==> src/rtl/circuit_evaluator.sv <==
// Sweeps every stimulus vector through an evolved circuit, captures its synchronized
// response as a truth table and flags vectors whose samples disagree.
// Optional golden compare: define CIRCUIT_EVALUATOR_COMPARE_EN.
//
// state  | meaning
// IDLE   | waiting for start
// APPLY  | drive current vector onto dut_in
// SETTLE | let the circuit and synchronizer settle
// SAMPLE | capture reference sample, then watch for disagreement
// STORE  | write truth_table/unstable bit, advance vector
// DONE   | sweep finished, done pulses on the following cycle
module circuit_evaluator #(
  parameter int IN_WIDTH      = 4,
  parameter int SETTLE_CYCLES = 8,
  parameter int SAMPLES       = 4,
  localparam int N            = 2**IN_WIDTH
) (
  input  logic                clk,
  input  logic                rst_n,
  input  logic                start,
  output logic [IN_WIDTH-1:0] dut_in,
  input  logic                dut_out,
  output logic                busy,
  output logic                done,
  output logic [N-1:0]        truth_table,
`ifdef CIRCUIT_EVALUATOR_COMPARE_EN
  input  logic [N-1:0]        expected,
  output logic [IN_WIDTH:0]   mismatches,
  output logic                pass,
`endif
  output logic [N-1:0]        unstable
);

  localparam int SW = (SETTLE_CYCLES > 1) ? $clog2(SETTLE_CYCLES) : 1;
  localparam int KW = (SAMPLES > 1) ? $clog2(SAMPLES) : 1;

  typedef enum logic [2:0] {
    S_IDLE, S_APPLY, S_SETTLE, S_SAMPLE, S_STORE, S_DONE
  } state_t;

  state_t              state, state_nxt;
  logic                sync1, sync2;
  logic [IN_WIDTH-1:0] vec;
  logic [SW-1:0]       settle_cnt;
  logic [KW-1:0]       samp_cnt;
  logic                ref_bit;
  logic                mism_flag;
  logic                last_vec;
  logic                settle_end;
  logic                sample_end;

  assign last_vec   = (vec == IN_WIDTH'(N-1));
  assign settle_end = (settle_cnt == SW'(SETTLE_CYCLES-1));
  assign sample_end = (samp_cnt == KW'(SAMPLES-1));

  // dut_out is fully asynchronous and may oscillate
  always_ff @(posedge clk or negedge rst_n) begin
    if (!rst_n) begin
      sync1 <= 1'b0;
      sync2 <= 1'b0;
    end else begin
      sync1 <= dut_out;
      sync2 <= sync1;
    end
  end

  always_ff @(posedge clk or negedge rst_n) begin
    if (!rst_n) state <= S_IDLE;
    else        state <= state_nxt;
  end

  always_comb begin
    state_nxt = state;
    case (state)
      S_IDLE:   if (start) state_nxt = S_APPLY;
      S_APPLY:  state_nxt = S_SETTLE;
      S_SETTLE: if (settle_end) state_nxt = S_SAMPLE;
      S_SAMPLE: if (sample_end) state_nxt = S_STORE;
      S_STORE:  state_nxt = last_vec ? S_DONE : S_APPLY;
      S_DONE:   state_nxt = S_IDLE;
      default:  state_nxt = S_IDLE;
    endcase
  end

  always_ff @(posedge clk or negedge rst_n) begin
    if (!rst_n) begin
      dut_in      <= '0;
      busy        <= 1'b0;
      done        <= 1'b0;
      truth_table <= '0;
      unstable    <= '0;
      vec         <= '0;
      settle_cnt  <= '0;
      samp_cnt    <= '0;
      ref_bit     <= 1'b0;
      mism_flag   <= 1'b0;
`ifdef CIRCUIT_EVALUATOR_COMPARE_EN
      mismatches  <= '0;
      pass        <= 1'b0;
`endif
    end else begin
      done <= 1'b0;
      case (state)
        S_IDLE: begin
          if (start) begin
            vec         <= '0;
            truth_table <= '0;
            unstable    <= '0;
            mism_flag   <= 1'b0;
            busy        <= 1'b1;
`ifdef CIRCUIT_EVALUATOR_COMPARE_EN
            mismatches  <= '0;
            pass        <= 1'b0;
`endif
          end
        end
        S_APPLY: begin
          dut_in     <= vec;
          settle_cnt <= '0;
        end
        S_SETTLE: begin
          settle_cnt <= settle_cnt + SW'(1);
          samp_cnt   <= '0;
        end
        S_SAMPLE: begin
          samp_cnt <= samp_cnt + KW'(1);
          if (samp_cnt == '0)         ref_bit   <= sync2;
          else if (sync2 != ref_bit) mism_flag <= 1'b1;
        end
        S_STORE: begin
          truth_table[vec] <= ref_bit;
          unstable[vec]    <= mism_flag;
          mism_flag        <= 1'b0;
`ifdef CIRCUIT_EVALUATOR_COMPARE_EN
          if ((ref_bit != expected[vec]) || mism_flag)
            mismatches <= mismatches + (IN_WIDTH+1)'(1);
`endif
          if (!last_vec) vec <= vec + IN_WIDTH'(1);
        end
        S_DONE: begin
          done <= 1'b1;
          busy <= 1'b0;
`ifdef CIRCUIT_EVALUATOR_COMPARE_EN
          pass <= (mismatches == '0);
`endif
        end
        default: ;
      endcase
    end
  end

endmodule
==> config.mk <==
export PLATFORM = sky130hd
export DESIGN_NAME = circuit_evaluator
export DESIGN_NICKNAME = d
export VERILOG_FILES = /design/src/rtl/circuit_evaluator.sv
export SDC_FILE = /design/constraint.sdc
export NUM_CORES = 1
export LEC_CHECK = 0
export ABC_AREA = 1
export CORE_ASPECT_RATIO = 1.1
export CORE_UTILIZATION = 48
export CTS_CLUSTER_DIAMETER = 80
export CTS_CLUSTER_SIZE = 10
export DETAILED_ROUTE_END_ITERATION = 6
export PLACE_DENSITY = 0.75
export SLEW_MARGIN = 10
export SYNTH_ARGS = -nofsm -noshare
export SYNTH_HDL_FRONTEND = slang
export SYNTH_SLANG_ARGS = --single-unit
==> constraint.sdc <==
create_clock -name clk -period 1.48 [get_ports clk]
set_clock_uncertainty 0.15 [all_clocks]
set_input_delay 0.296 -clock clk [delete_from_list [all_inputs] [get_ports clk]]
set_output_delay 0.296 -clock clk [all_outputs]
set_load 0.03 [all_outputs]
==> impl_metrics.json <==
{
  "status": "finished, violations left",
  "violations": "design-rule violations",
  "drt_iter0_drc": 99,
  "post-route-drc-count": 5,
  "start_kind": "flip-flop",
  "hp-class": "flip-flop to flip-flop",
  "nFillCells": 404,
  "finalNonFillerCells": 436,
  "synth.distinct_cells": 21,
  "yosysWarningCount": 0,
  "placedCellCount": 420,
  "die_w_um": 71.34,
  "port_buffers": 41,
  "cts_sinks": 54,
  "p_leak_nw": 1.652,
  "regArea_um2": 1353,
  "power.total_mw": 2.526,
  "final_max_slew_viol_count": 0,
  "max_cap_viol_count": 0,
  "gp_congestion": 0.8103,
  "grt_pass1_vias": 2040,
  "firstDrtPassIters": 7,
  "place_area_um2": 3122,
  "area_growth_pct": 33.37,
  "htree_levels": 2,
  "std_cell_rows": 27,
  "worst_skew_pair.late_latency_ps": 290,
  "layout_min_cycle_time_ps": 1458,
  "fmax_ghz": 0.6857,
  "avgViaCountPerCell": 4.853,
  "fin_crit_sh_pct": 98.54,
  "rsz0062_at_grt": "true",
  "grt_use_total_pct": 19.69,
  "dieArea_um2": 5584,
  "totalWireLength_mm": 5.222,
  "ys_seq_area_share_pct": 53.23,
  "design_area_um2": 3386,
  "synth_nets": 316,
  "layout.nets": 389,
  "worstPathRequired_ps": 1520,
  "synthCells": 304,
  "avgSynthCellArea_um2": 8.351,
  "tightestPinTransition_ps": 292.9,
  "powerDensity_nw_per_um2": 746.1,
  "start_util_pct": 50.43,
  "core_area_um2": 5034,
  "critPathMaxFanout": 6,
  "crit_arrival_ps": 1500,
  "boundaryPins": 42,
  "grt_antenna_before_repair": 0,
  "dp_hpwl_mm": 3.620,
  "grt_pass1_wl_mm": 8.749,
  "drive_gt1_share_pct": 32.01,
  "n_antenna_cell": 0,
  "ant_nets": 0,
  "grt-ovfl-total": 0,
  "syn_area_um2": 2539,
  "relSlewSlack_pct": 80.48,
  "cts_root_buf": "clkbuf_8",
  "path_class": "flip-flop to flip-flop",
  "avgRoutedWirePerCell_um": 11.98,
  "clk_pin_slew_ps": 90,
  "synth_seq_cells": 54,
  "cts_tree": "done",
  "crit_path_end_kind": "flip-flop",
  "numCtsBuffers": 5,
  "final-setup-viol-count": 0,
  "multi_input_area_um2": 1110,
  "hold_viol": 0,
  "vias": 2116,
  "die_h_um": 78.28,
  "cts.path.max_buffers": 2,
  "grt_max_degree": 55,
  "vdd_drop_max_mv": 0.4711
}
==> state kept, by name, indices dropped and copies added, names as in the netlist <==
register	count
mism_flag	1
unstable	16
settle_cnt	3
state	3
busy	1
truth_table	16
vec	4
ref_bit	1
dut_in	4
sync2	1
done	1
samp_cnt	2
sync1	1
==> report_power, final <==
| part | switching [mW] | internal [mW] |
|---|---|---|
| Combinational | 0.0728 | 0.0361 |
| Sequential | 0.0101 | 1.49 |
| Clock | 0.443 | 0.473 |
| Total | 0.526 | 2.00 |
==> placed cells by master, fill, tap and decap left out, types with 3 or more instances in the layout <==
master             n
o21ai_0           10
nor2_1             6
clkbuf_2           7
nor2_2            12
nand3_1            7
clkdlybuf4s15_2    5
dfrtp_1           53
a21oi_2           12
a21oi_1            5
inv_2              3
o21ai_1            3
nand2_1          136
inv_1             22
buf_4             48
ha_1               7
clkbuf_8           8
nor2_4             8
buf_12             4
==> worst paths after layout <==
path                       slack, ps  cells after the start            to     start
hold reg to reg                  200                      0         sync2     sync1
max in group asynchronous        550                      3      state[2]     rst_n
hold / removal                   200                      0         sync2     sync1
setup / recovery                  20                      7   unstable[0]  state[1]
min in group asynchronous        360                      3  unstable[14]     rst_n
setup reg to reg                  20                      7   unstable[0]  state[1]
==> per-stage QoR <==
step	setup WS (ps)	hold WS, ps	setup TNS (ps)	util (%)
after CTS	0.1303	209.4	0	64.70
after global placement	-138.8	160.2	-2961	62.02
final	21.60	204.9	0	67.26
after global routing	-94.38	224.2	-1253	67.26
after detailed placement	-148.2	163.2	-3307	62.02
after floorplan	50.72	-149.6	0	-
==> what timing repair did <==
action,4_1_cts,5_1_grt
hold buffers,1,0
resized for setup,35,41
hold endpoints to repair,54,0
setup buffers,0,6
pin swaps,1,7
endpoints found under the setup margin,27,50
gates cloned,0,1
==> synthesized netlist by cell type, drive strengths merged <==
library cell	instances	share of area, %
nand2	137	21
dfrtp	54	53
inv	29	4.4
nor2	26	5.0
a21oi	17	4.8
o21ai	14	2.8
nand3	9	2.3
ha	8	3.9
buf	5	1.8
nand4	2	0.49
nor3	1	0.20
o21a	1	0.30
or2	1	0.25
==> per-layer routing <==
metal  GRT usage, %  wire length [um]
met1          24.34              2275
met2          34.86              2717
met3          4.236               184
met4          4.800                44
met5              0                 0
==> cell families after synthesis <==
logic type	share of synthesized area, %
AND/OR/NAND/NOR	28.78
flip-flops	53.23
buffers and inverters	6.161
AO/OA/AOI/OAI	7.886
adder cells (fa/ha/maj)	3.943
==> cell type report <==
| cell class | count | area share, % |
|---|---|---|
| Sequential cell | 54 | 39.95 |
| Multi-Input combinational cell | 216 | 32.78 |
| Timing Repair Buffer | 71 | 18.14 |
| Inverter | 29 | 3.732 |
| Tap cell | 58 | 2.143 |
| Clock buffer | 8 | 3.252 |
==> critical path: stages (launching register included) <==
cell and delay [ps]:
dfrtp_1 440, nor2_4 200, nand2_4 130, inv_6 110
buf_6 130, a21oi_1 80, nand2_1 60, nand2_1 50
Power figures use the tool's default switching activity.
